$ cat src/rtl/cpu_pkg.sv
// Shared CPU-wide constants and types used by the fetch stage.
package cpu_pkg;

    localparam int unsigned     CPU_XLEN     = 32;
    localparam int unsigned     CPU_ILEN     = 32;
    localparam logic [31:0]     CPU_RESET_PC = 32'h0000_0000;
    localparam logic [31:0]     PC_INC       = 32'd4;

    typedef enum logic {
        StFetch,
        StDrain
    } fetch_state_e;

endpackage

$ cat src/rtl/fetch_buffer.sv
// In-order allocate-at-issue buffer pairing fetch PCs with their returning instruction words.
module fetch_buffer import cpu_pkg::*; #(
    parameter int unsigned XLEN  = CPU_XLEN,
    parameter int unsigned ILEN  = CPU_ILEN,
    parameter int unsigned DEPTH = 2
) (
    input  logic                     clk_i,
    input  logic                     rst_i,
    input  logic                     alloc_i,
    input  logic [XLEN-1:0]          alloc_pc_i,
    input  logic                     fill_i,
    input  logic [ILEN-1:0]          fill_instr_i,
    input  logic                     pop_i,
    input  logic                     flush_i,
    output logic                     full_o,
    output logic [$clog2(DEPTH):0]   outstanding_o,
    output logic                     head_valid_o,
    output logic [XLEN-1:0]          head_pc_o,
    output logic [ILEN-1:0]          head_instr_o
);

    localparam int unsigned IdxW = $clog2(DEPTH);
    localparam int unsigned PtrW = IdxW + 1;

    logic [PtrW-1:0]  alloc_q, alloc_d, fill_q, fill_d, head_q, head_d;
    logic [DEPTH-1:0] filled_q, filled_d;
    logic [XLEN-1:0]  pc_q    [DEPTH];
    logic [ILEN-1:0]  instr_q [DEPTH];

    logic [IdxW-1:0] alloc_idx, fill_idx, head_idx;

    assign alloc_idx = alloc_q[IdxW-1:0];
    assign fill_idx  = fill_q[IdxW-1:0];
    assign head_idx  = head_q[IdxW-1:0];

    always_comb begin
        alloc_d  = alloc_q;
        fill_d   = fill_q;
        head_d   = head_q;
        filled_d = filled_q;
        if (flush_i) begin
            alloc_d  = '0;
            fill_d   = '0;
            head_d   = '0;
            filled_d = '0;
        end else begin
            if (alloc_i) begin
                alloc_d             = alloc_q + PtrW'(1);
                filled_d[alloc_idx] = 1'b0;
            end
            if (fill_i) begin
                fill_d             = fill_q + PtrW'(1);
                filled_d[fill_idx] = 1'b1;
            end
            if (pop_i) begin
                head_d             = head_q + PtrW'(1);
                filled_d[head_idx] = 1'b0;
            end
        end
    end

    always_ff @(posedge clk_i or posedge rst_i) begin
        if (rst_i) begin
            alloc_q  <= '0;
            fill_q   <= '0;
            head_q   <= '0;
            filled_q <= '0;
        end else begin
            alloc_q  <= alloc_d;
            fill_q   <= fill_d;
            head_q   <= head_d;
            filled_q <= filled_d;
        end
    end

    always_ff @(posedge clk_i or posedge rst_i) begin
        if (rst_i) begin
            for (int i = 0; i < int'(DEPTH); i++) begin
                pc_q[i]    <= '0;
                instr_q[i] <= '0;
            end
        end else if (!flush_i) begin
            if (alloc_i) pc_q[alloc_idx]   <= alloc_pc_i;
            if (fill_i)  instr_q[fill_idx] <= fill_instr_i;
        end
    end

    assign full_o        = (alloc_q - head_q) >= PtrW'(DEPTH);
    assign outstanding_o = alloc_q - fill_q;
    assign head_valid_o  = filled_q[head_idx] && (head_q != fill_q);
    assign head_pc_o     = pc_q[head_idx];
    assign head_instr_o  = instr_q[head_idx];

endmodule

$ cat src/rtl/fetch_unit.sv
// Instruction fetch stage: owns the PC, issues in-order memory reads and hands PC/instr pairs
// to decode. Redirects flush the buffer and drain responses still in flight.
module fetch_unit import cpu_pkg::*; #(
    parameter int unsigned     XLEN     = CPU_XLEN,
    parameter logic [XLEN-1:0] RESET_PC = XLEN'(CPU_RESET_PC),
    parameter int unsigned     DEPTH    = 2
) (
    input  logic            clk,
    input  logic            reset,
    output logic            imem_req_valid,
    input  logic            imem_req_ready,
    output logic [XLEN-1:0] imem_req_addr,
    input  logic            imem_resp_valid,
    input  logic [XLEN-1:0] imem_resp_data,
    input  logic            redirect_valid,
    input  logic [XLEN-1:0] redirect_pc,
    output logic            out_valid,
    input  logic            out_ready,
    output logic [XLEN-1:0] current_pc,
    output logic [XLEN-1:0] current_instr
);

    localparam int unsigned PtrW = $clog2(DEPTH) + 1;

    fetch_state_e    state_q, state_d;
    logic [XLEN-1:0] pc_q, pc_d;
    logic [PtrW-1:0] drop_q, drop_d;

    logic            buf_full, head_valid;
    logic [PtrW-1:0] outstanding;
    logic [XLEN-1:0] head_pc, head_instr;
    logic            req_fire, fill_hit, drop_hit, pop;

    assign req_fire = imem_req_valid && imem_req_ready;
    // Responses with nothing outstanding are spurious (e.g. memory reset alongside us).
    assign fill_hit = imem_resp_valid && (drop_q == '0) && (outstanding != '0);
    assign drop_hit = imem_resp_valid && (drop_q != '0);
    assign pop      = head_valid && out_ready;

    fetch_buffer #(
        .XLEN  (XLEN),
        .ILEN  (XLEN),
        .DEPTH (DEPTH)
    ) u_fetch_buffer (
        .clk_i         (clk),
        .rst_i         (reset),
        .alloc_i       (req_fire),
        .alloc_pc_i    (pc_q),
        .fill_i        (fill_hit),
        .fill_instr_i  (imem_resp_data),
        .pop_i         (pop),
        .flush_i       (redirect_valid),
        .full_o        (buf_full),
        .outstanding_o (outstanding),
        .head_valid_o  (head_valid),
        .head_pc_o     (head_pc),
        .head_instr_o  (head_instr)
    );

    always_ff @(posedge clk or posedge reset) begin
        if (reset) begin
            state_q <= StFetch;
            pc_q    <= RESET_PC;
            drop_q  <= '0;
        end else begin
            state_q <= state_d;
            pc_q    <= pc_d;
            drop_q  <= drop_d;
        end
    end

    always_comb begin
        pc_d   = pc_q;
        drop_d = drop_q - PtrW'(drop_hit);
        if (redirect_valid) begin
            // Everything still unanswered becomes stale, except a response landing this cycle.
            drop_d = drop_d + outstanding - PtrW'(fill_hit);
            pc_d   = redirect_pc & ~XLEN'(3);
        end else if (req_fire) begin
            pc_d = pc_q + XLEN'(PC_INC);
        end

        state_d = state_q;
        unique case (state_q)
            StFetch: state_d = StFetch;
            StDrain: if (drop_d == '0) state_d = StFetch;
            default: state_d = StFetch;
        endcase
        if (redirect_valid) state_d = (drop_d != '0) ? StDrain : StFetch;
    end

    always_comb begin
        imem_req_valid = !reset && (state_q == StFetch) && !buf_full && !redirect_valid;
        imem_req_addr  = pc_q;
        out_valid      = head_valid;
        current_pc     = head_valid ? head_pc : '0;
        current_instr  = head_valid ? head_instr : '0;
    end

endmodule

$ cat config.mk
export PLATFORM = sky130hd
export DESIGN_NAME = fetch_unit
export DESIGN_NICKNAME = d
export VERILOG_FILES = /design/src/rtl/cpu_pkg.sv /design/src/rtl/fetch_buffer.sv /design/src/rtl/fetch_unit.sv
export SDC_FILE = /design/constraint.sdc
export NUM_CORES = 1
export LEC_CHECK = 0
export ABC_CLOCK_PERIOD_IN_PS = 7000
export BUFFER_PORTS_ARGS = -buffer_cell sky130_fd_sc_hd__buf_2
export CORE_ASPECT_RATIO = 0.75
export CORE_MARGIN = 4
export CORE_UTILIZATION = 45
export CTS_CLUSTER_DIAMETER = 30
export DETAILED_ROUTE_END_ITERATION = 10
export PLACE_DENSITY_LB_ADDON = 0.15
export SYNTH_ARGS = -nofsm -noshare
export SYNTH_HDL_FRONTEND = slang
export SYNTH_SLANG_ARGS = --single-unit
export TNS_END_PERCENT = 30
$ cat constraint.sdc
create_clock -name clk -period 7 [get_ports clk]
set_clock_uncertainty 0.15 [all_clocks]
set_input_delay 0.7 -clock clk [delete_from_list [all_inputs] [get_ports clk]]
set_output_delay 0.7 -clock clk [all_outputs]
set_load 0.02 [all_outputs]
-- After elaboration in Yosys (flattened, before gate mapping)
Cells that the tools add are included.
Widths: inputs -> output; s select.
- bits in writable memories: 0
- bits in latches: 0
- output and inout bits: 98
- memories kept: 0
- bits in registers: 171
- ROM bits: 0
- equality and inequality tests: 1
- reduce and logical (&&, ||, !) cells: 27
- mux-type cells: 41
- bitwise gates (word level): 10
- magnitude comparators: 12
- $add $sub $neg: 9
- multiply operators: 0
- shifts and indexed selects: 0
- div/mod/pow operators: 0
- operator list (cell ; number):
    $mux 32 ; 12
    $bwmux 64 ; 2
    $demux 32 s1 ; 2
    $add 32x3->32 const B ; 1
    $mux 2 ; 13
    $logic_and 1x1->1 ; 14
    $reduce_bool 2->1 ; 6
    $ge 2x2->1 const B ; 4
    $mux 1 ; 8
    $add 2x1->2 const B ; 3
    $lt 1x2->1 const B ; 3
    $not 1->2 ; 3
    $and 2x2->2 ; 2
    $logic_not 2->1 ; 2
    $lt 2x1->1 const B ; 2
    $not 2->2 ; 2
    $reduce_and 2->1 ; 2
    $sub 2x1->2 ; 2
    $sub 2x2->2 ; 2
    $demux 1 s1 ; 3
    $ge 1x1->1 const B ; 3
    $logic_not 1->1 ; 3
    $add 2x2->2 ; 1
    $ne 2x2->1 ; 1
    other kinds (3) ; 4

-- Depth between registers and ports, before layout
Gate-level depths: netlist of run 1.
- depth in word-level cells: 14
- depth in mapped cells: 14
- depth with buffers taken out: 14

-- Hierarchy
A second synthesis of run 1 with hierarchy kept.
- cells, all modules: 688
- area total of the unflattened synthesis: 8510.7 um^2
- by module, submodules not included (module ; area each (um^2) ; cells an instance ; times used):
    fetch_buffer ; 6059.6 ; 391 ; 1
    fetch_unit ; 2451.1 ; 297 ; 1

-- Worst setup path after synthesis of run 1
OpenSTA, ideal clock, no wires.
- path type: input -> register
- start: input port reset
- end: register u_fetch_buffer.pc_q[42] in the netlist's numbering
- library setup time: 0.125 ns
- path buffers: 1
- arrival time: 5.748 ns
- stages: 5
- data required time: 6.725 ns
- setup slack: 0.977 ns
- path through: inv_1 -> nand3_1 -> nor3_1 -> buf_2 -> mux2_2
- word-level cells in the longest chain between the ends: 6
- ends and longest elaborated chain (item ; RTL line ; text):
    start: declaration ; fetch_unit.sv:9 ; input logic reset,
    $logic_not 1->1 (no line) ; - ;
    $logic_and 1x1->1 (3 in a row) ; fetch_unit.sv:93 ; imem_req_valid = !reset && (state_q == StFetch) && !buf_full && !redirect_valid;
    $logic_and 1x1->1 ; fetch_unit.sv:34 ; assign req_fire = imem_req_valid && imem_req_ready;
    $reduce_and 2->1 (no line) ; - ;
    end signal: indexed assignment ; fetch_buffer.sv:83 ; if (alloc_i) pc_q[alloc_idx] <= alloc_pc_i;
    end: declaration ; fetch_buffer.sv:27 ; logic [XLEN-1:0] pc_q [DEPTH];
Every way passes these cells.
A chain may end at the register's enable or synchronous reset.

-- Worst setup path after layout of run 1
- start: register u_fetch_buffer.head_q[0]
- end: output port current_pc[28]
- word-level cells in the longest chain between the ends: 5
- elaborated cells between the ends (all ways): 9
- those cells by class: 1 x eq/ne; 6 x mux; 1 x bitwise; 1 x reduce/logical
- ends and longest elaborated chain (item ; RTL line ; text):
    start: declaration ; fetch_buffer.sv:25 ; logic [PtrW-1:0] alloc_q, alloc_d, fill_q, fill_d, head_q, head_d;
    start signal: assignment ; fetch_buffer.sv:66 ; head_q <= '0;
    start signal: assignment ; fetch_buffer.sv:71 ; head_q <= head_d;
    $not 1->2 (not written as such) ; fetch_buffer.sv:91 ; assign head_pc_o = pc_q[head_idx];
    $mux 32 (not written as such) (3 in a row) ; fetch_buffer.sv:91 ;
    $mux 32 * ; fetch_unit.sv:96 ; current_pc = head_valid ? head_pc : '0;
    end: declaration ; fetch_unit.sv:19 ; output logic [XLEN-1:0] current_pc,
Every way passes the cells marked *; elsewhere a longest branch is shown, timed or not. The select of a mux whose other input is x is not followed.

==> impl_metrics.csv, run 1 <==
group,metric,value,unit
run_status,status,"completed",
floorplanning,io_pins,168,
logic_synthesis,syn_inst,706,
pwr,swShare,28.4,%
clocking,clk_path_buf_depth,2,
timing,worst_slack,2.56,ns
routing,drc_errors,0,
setup_path,end_kind,"primary output",
setup_path,worstPathMaxFanout,46,
routing,drt_iter0_markers,404,
timing,period_minus_slack,4.44,ns
pwr,power_leakage,4.55,nW
layout,layout-drive-gt1-share,38.3,%
logic_synthesis,yosys_most_used_dff,"dfrtp_1",
pwr,vdd.ir_drop.worst,0.000160,V
timing,finalSetupTns,0,ns
clocking,cts-hold-fix-buffers,0,
routing,dr_total_vias,5989,
pwr,power_density,297,nW/um^2
placement,hpwlAfterDp,13700,microns
setup_path,crit_family,"buffers and inverters",
clocking,clk_root_buffer_cell,"clkbuf_16",
global_routing,grt_max_degree,99,
logic_synthesis,synth_warnings,0,
pwr,p_sw,0.000812,W
clocking,cts_inserted_buffers,17,
global_routing,grt_antenna_before_repair,0,
logic_synthesis,synthArstFlopShare,100,%
timing,worstMarginPinSlew,1.10,ns
floorplanning,dieWidth,162,microns
setup_path,max_stage_delay,0.80,ns
pwr,p_int,0.00204,W
routing,drt_wl_total,20000,microns
timing,min_period_over_period,63.5,%
floorplanning,core_area,17100,sq um
layout,regArea,4130,sq um
placement,gp_congestion,0.821,
setup_path,cp_data_required_time,6.15,ns
placement,place.port_buffers,161,
timing,clock.fmax,0.225,GHz
timing,setup_viol,0,
floorplanning,die-area,20000,sq um
setup_path,critical_path_class,"flip-flop to primary output",
run,drv_cap,0,
floorplanning,row_count,41,
clocking,path_clk_slew,0.06,ns
global_routing,overflow,0,
clocking,clk_latency,0.42,ns
placement,post-place-ws,2.99,ns
floorplanning,start_util,46.8,%
floorplanning,dieHeight,124,microns
layout,diodes,0,
pwr,pwr-share-seq,47.5,%
setup_path,crit_chain,"buf_4 -> xor2_1 -> o21ai_4 -> buf_4 -> nor2_1 -> buf_2",
layout,nFillCells,1560,
layout,multiInputGateArea,3640,sq um
setup_path,critPathLaunchType,"flip-flop",
global_routing,grt_pass1_wl,31800,microns
routing,wire_per_inst,18.1,microns
timing,rsz0062_at_grt,"false",
routing,final_antenna_net_count,0,
global_routing,grt.total_usage,20.3,%
placement,dp.cells,1070,
clocking,cts_num_sinks,165,
routing,drtPass1Iterations,4,
layout,layoutNonFillerInstCount,1101,
layout,layout_commonest_cell,"dfrtp_1",
clocking,ctsResizeCount,0,
layout,final_cell_mix,"dfrtp_1, buf_2, mux2_2",
logic_synthesis,synth_cell_types,44,
pwr,power_frac_clock,32.9,%
timing,relSlewSlack,26.8,%
logic_synthesis,yosysSeqAreaShare,51.5,%
clocking,tritoncts,"done",
setup_path,crit_top_cell,"buf_4",
timing,drv_slew,0,
setup_path,critPathSlowestCell,"dfrtp_4",
logic_synthesis,ys_ff_latch,165,
setup_path,arrival,3.59,ns
layout,nNetsFinal,929,
logic_synthesis,postSynthAreaPerCell,11.3,sq um
global_routing,grt_pass1_vias,6177,
logic_synthesis,synth_edf_count,0,
clocking,post-cts-setup-buffers,0,
routing,vias_per_cell,5.44,
pwr,pwr-share-comb,19.6,%
timing,finalHoldViolations,0,
clocking,htreeDepth,4,
logic_synthesis,syn_area,8010,sq um
hold_path,holdCritPathClass,"flip-flop to flip-flop",
setup_path,crit_buf_inv,3,
layout,area_growth,20.1,%
[per-stage QoR]
| step | cell area (sq um) | hold WS (ns) | util [%] | total power (W) |
|---|---|---|---|---|
| after global placement | 9020 | 0.313 | 52.7 | 0.00189 |
| after CTS | 9620 | 0.324 | 56.1 | 0.00289 |
| after floorplan | 8020 | 0.300 | - | 0.00176 |
| after global routing | 9620 | 0.343 | 56.1 | 0.00302 |
| after detailed placement | 9020 | 0.323 | 52.7 | 0.00194 |
| final | 9620 | 0.331 | 56.1 | 0.00286 |
[logic make-up (layout without fill, tap and decap cells)]
logic type	after synthesis	count (layout)	synth area share (%)
xor+xnor	13	13	1.59
simple gates	191	191	10.8
mux	181	181	24.5
buf+inv	67	223	3.48
compound gates	82	82	7.20
other cells	1	4	0.0468
flops	165	165	51.5
fa+ha+maj	6	6	0.937
[tightest hold or removal path: stages, from the launching register on]
cell and delay, ns:
dfrtp_1 0.34, nand2_1 0.04, o21ai_0 0.06
[flip-flops by register name, indices dropped and copies added (netlist names)]
signal / flops
u_fetch_buffer.filled_q: 2
drop_q: 2
u_fetch_buffer.head_q: 2
u_fetch_buffer.pc_q: 60
u_fetch_buffer.alloc_q: 2
imem_req_addr: 30
u_fetch_buffer.instr_q: 64
state_q: 1
u_fetch_buffer.fill_q: 2
[synthesized netlist by cell type, drive strengths merged, types with 4 or more instances]
cell type	count	area (sq um)
o311ai	14	123
nor4	4	25.0
o211ai	5	37.5
a21o	5	37.5
or3	6	38.8
o21ai	28	140
nor2	79	297
nand2	47	181
o31a	5	43.8
nand3	21	105
dfrtp	165	4130
buf	23	114
ha	6	75.1
xor2	9	78.8
mux2	118	1330
a21oi	7	35.0
and3	8	50.1
mux2i	63	631
a221o	8	80.1
or4	5	37.5
clkbuf	20	75.1
nand4	4	25.0
nor3	8	40.0
inv	24	90.1
[final cells by class]
class	instances	share of cell area (%)
Tap cell	236	3.07
Timing Repair Buffer	168	8.92
Clock buffer	19	4.71
Multi-Input combinational cell	477	37.9
Clock inverter	12	1.50
Inverter	24	0.988
Sequential cell	165	43.0
[path summary, 6_finish.rpt]
path | from | endpoint | slack [ns] | cells after the start
max in group asynchronous | reset | u_fetch_buffer.instr_q[0]$_DFFE_PP0P_ | 4.92 | 3
worst max register to register | u_fetch_buffer.head_q[0]$_DFFE_PP0P_ | u_fetch_buffer.filled_q[1]$_DFF_PP0_ | 3.19 | 6
min in group asynchronous | reset | u_fetch_buffer.pc_q[8]$_DFFE_PP0P_ | 0.36 | 2
worst min register to register | u_fetch_buffer.pc_q[29]$_DFFE_PP0P_ | u_fetch_buffer.pc_q[29]$_DFFE_PP0P_ | 0.33 | 2
worst min-delay path | u_fetch_buffer.pc_q[29]$_DFFE_PP0P_ | u_fetch_buffer.pc_q[29]$_DFFE_PP0P_ | 0.33 | 2
worst max-delay path | u_fetch_buffer.head_q[0]$_DFFE_PP0P_ | current_pc[28] | 2.56 | 6
[layer usage]
layer / part of all wire (%) / up-vias / global-route usage, %
met5: 0 / - / 0
met4: 1.8 / 0 / 7.50
met3: 4.8 / 31 / 3.83
met2: 48 / 173 / 33.4
met1: 45 / 2984 / 27.1
li1: - / 2801 / -
[power groups by stage]
stage | registers (W) | clock network [W] | logic (W)
3_5_place_dp | 0.00137 | 0 | 0.000565
3_3_place_gp | 0.00135 | 0 | 0.000537
2_1_floorplan | 0.00135 | 0 | 0.000414
5_1_grt | 0.00139 | 0.000999 | 0.000630
6_report | 0.00136 | 0.000939 | 0.000561
4_1_cts | 0.00136 | 0.000962 | 0.000568
Power figures use the tool's default switching activity.
==> run 2, diff against run 1 <==
--- a/config.mk
+++ b/config.mk
@@ -5,7 +5,7 @@
 export SDC_FILE = /design/constraint.sdc
 export NUM_CORES = 1
 export LEC_CHECK = 0
-export ABC_CLOCK_PERIOD_IN_PS = 7000
+export ABC_CLOCK_PERIOD_IN_PS = 4500
 export BUFFER_PORTS_ARGS = -buffer_cell sky130_fd_sc_hd__buf_2
 export CORE_ASPECT_RATIO = 0.75
 export CORE_MARGIN = 4
==> constraint.sdc (replaced) <==
create_clock -name clk -period 4.5 [get_ports clk]
set_clock_uncertainty 0.15 [all_clocks]
set_input_delay 0.45 -clock clk [delete_from_list [all_inputs] [get_ports clk]]
set_output_delay 0.45 -clock clk [all_outputs]
set_load 0.02 [all_outputs]
==> run 2 against run 1 <==
Against the previous run: die area is the same; sequential share of layout area is essentially flat; critical path depth is the same; combinational power grew 56%; critical endpoint is now current_pc[27]; largest power group unchanged; hold slack lost 0.25 ns; design area shrank 0.10%; power grew 53%; utilization shrank 0.058 points; first-iteration DRC count shrank 6.4%; setup slack lost 1.8 ns; non-clock buffer count grew 3.
==> impl_metrics.csv, run 2 (synthesis results as in run 1) <==
group,metric,value,unit
run_status,status,"completed",
global_routing,grt_pass1_vias,6184,
floorplanning,io_pins,168,
setup_path,cp_data_required_time,3.90,ns
hold_path,hold_depth,3,
floorplanning,start_util,46.8,%
setup_path,reg2reg_to,"u_fetch_buffer.filled_q[1]$_DFF_PP0_",
clocking,cts_inserted_buffers,17,
placement,place.port_buffers,161,
timing,rsz0062_at_grt,"false",
setup_path,worstPathMaxFanout,38,
floorplanning,core_area,17100,sq um
timing,worst_slack,0.763,ns
clocking,clk_latency,0.42,ns
global_routing,grt_pass1_wl,32100,microns
pwr,swShare,28.4,%
routing,drt_iter0_markers,378,
layout,top_register,"u_fetch_buffer.instr_q",
clocking,path_clk_slew,0.06,ns
timing,period_minus_slack,3.74,ns
clocking,ctsResizeCount,0,
setup_path,timing.rr.start,"u_fetch_buffer.head_q[0]$_DFFE_PP0P_",
clocking,cts_num_sinks,165,
timing,finalHoldViolations,0,
setup_path,reg2reg_depth,7,
placement,hpwlAfterDp,13600,microns
timing,worstMarginPinSlew,1.01,ns
floorplanning,die-area,20000,sq um
pwr,power_frac_clock,31.5,%
pwr,power_density,455,nW/um^2
hold_path,hold_start,"redirect_pc[28]",
layout,nNetsFinal,932,
floorplanning,row_count,41,
floorplanning,dieWidth,162,microns
clocking,clk_path_buf_depth,2,
routing,vias_per_cell,5.43,
routing,wire_per_inst,18.2,microns
routing,drc_errors,0,
clocking,post-cts-setup-buffers,0,
setup_path,arrival,3.14,ns
layout,layout_commonest_cell,"dfrtp_1",
pwr,power_leakage,4.55,nW
hold_path,holdCritPathClass,"primary input to flip-flop",
clocking,tritoncts,"done",
setup_path,end_kind,"primary output",
routing,final_antenna_net_count,0,
timing,finalSetupTns,0,ns
pwr,pwr-share-seq,48.4,%
setup_path,r2r_slack,1.23,ns
global_routing,grt.total_usage,20.4,%
layout,largest_register_ffs,64,
routing,drtPass1Iterations,5,
layout,layout-drive-gt1-share,38.2,%
setup_path,critPathLaunchType,"flip-flop",
timing,relSlewSlack,32.5,%
layout,area_growth,19.9,%
placement,gp_congestion,0.841,
layout,utilization,56.1,%
timing,clock.fmax,0.268,GHz
global_routing,grt_antenna_before_repair,0,
routing,dr_total_vias,5990,
timing,fin_hold_ws,0.0791,ns
run,drv_cap,0,
clocking,clk_root_buffer_cell,"clkbuf_16",
floorplanning,dieHeight,124,microns
timing,min_period_over_period,83.0,%
timing,drv_slew,0,
pwr,pwr-share-comb,20.1,%
pwr,p_sw,0.00124,W
routing,drt_wl_total,20100,microns
timing,setup_viol,0,
layout,final_cell_mix,"dfrtp_1, buf_2, mux2_2",
pwr,p_int,0.00313,W
hold_path,hold_path_end,"imem_req_addr[28]$_DFFE_PP0N_",
clocking,cts-hold-fix-buffers,0,
clocking,htreeDepth,4,
setup_path,critical_path_class,"flip-flop to primary output",
placement,post-place-ws,1.16,ns
global_routing,grt_max_degree,168,
pwr,vdd.ir_drop.worst,0.000228,V
global_routing,overflow,0,
-- run 2: metrics by stage --
step / total power, W / cell area, sq um / instances
after CTS: 0.00440 / 9610 / 1103
after detailed placement: 0.00302 / 9060 / 1073
after floorplan: 0.00274 / 8030 / 709
after global placement: 0.00294 / 9060 / 1073
final: 0.00437 / 9610 / 1104
after global routing: 0.00462 / 9610 / 1103
-- run 2: cell type report --
type | instances | area (sq um)
repair buffers | 171 | 893
clock inverters | 8 | 76.3
well taps | 236 | 295
diodes | 1 | 2.50
inverters | 24 | 93.8
fillers | 1505 | 7520
clock buffers | 22 | 474
flip-flops and latches | 165 | 4130
multi-input cells | 477 | 3640
-- run 2: metal layers --
metal  share of wire, %  routed length (microns)  up-vias  track usage [%]
met5                  0                        0        -                0
met3                5.4                     1080       16             4.97
met1                 46                     9260     2985             28.0
met4               0.95                      192        0             5.65
met2                 48                     9570      187             32.8
li1                   -                        -     2802                -
-- run 2: worst max-delay path: stages, from the launching register on --
cell and delay [ns]:
dfrtp_4 0.79, buf_4 0.67, mux2_2 0.44, o21ai_4 0.07, buf_4 0.40, nor2_1 0.13
buf_2 0.18
-- run 2: power by group through the flow --
stage / logic (W) / clock network, W / registers, W
6_report: 0.000877 / 0.00138 / 0.00212
5_1_grt: 0.000984 / 0.00147 / 0.00216
4_1_cts: 0.000886 / 0.00140 / 0.00211
3_5_place_dp: 0.000881 / 0 / 0.00214
3_3_place_gp: 0.000836 / 0 / 0.00210
2_1_floorplan: 0.000645 / 0 / 0.00210
-- run 2: how the worst max path moves through the flow --
stage                                    endpoint  cells past startpoint  slack [ns]                                  from
CTS                                current_pc[27]                      6        0.70  u_fetch_buffer.head_q[0]$_DFFE_PP0P_
global placement                   current_pc[27]                      6        1.19  u_fetch_buffer.head_q[0]$_DFFE_PP0P_
finish                             current_pc[27]                      6        0.76  u_fetch_buffer.head_q[0]$_DFFE_PP0P_
floorplan           imem_req_addr[13]$_DFFE_PP0N_                      6        0.01                                 reset
global route                     current_instr[2]                      6        0.59  u_fetch_buffer.head_q[0]$_DFFE_PP0P_
detailed placement                 current_pc[27]                      6        1.16  u_fetch_buffer.head_q[0]$_DFFE_PP0P_
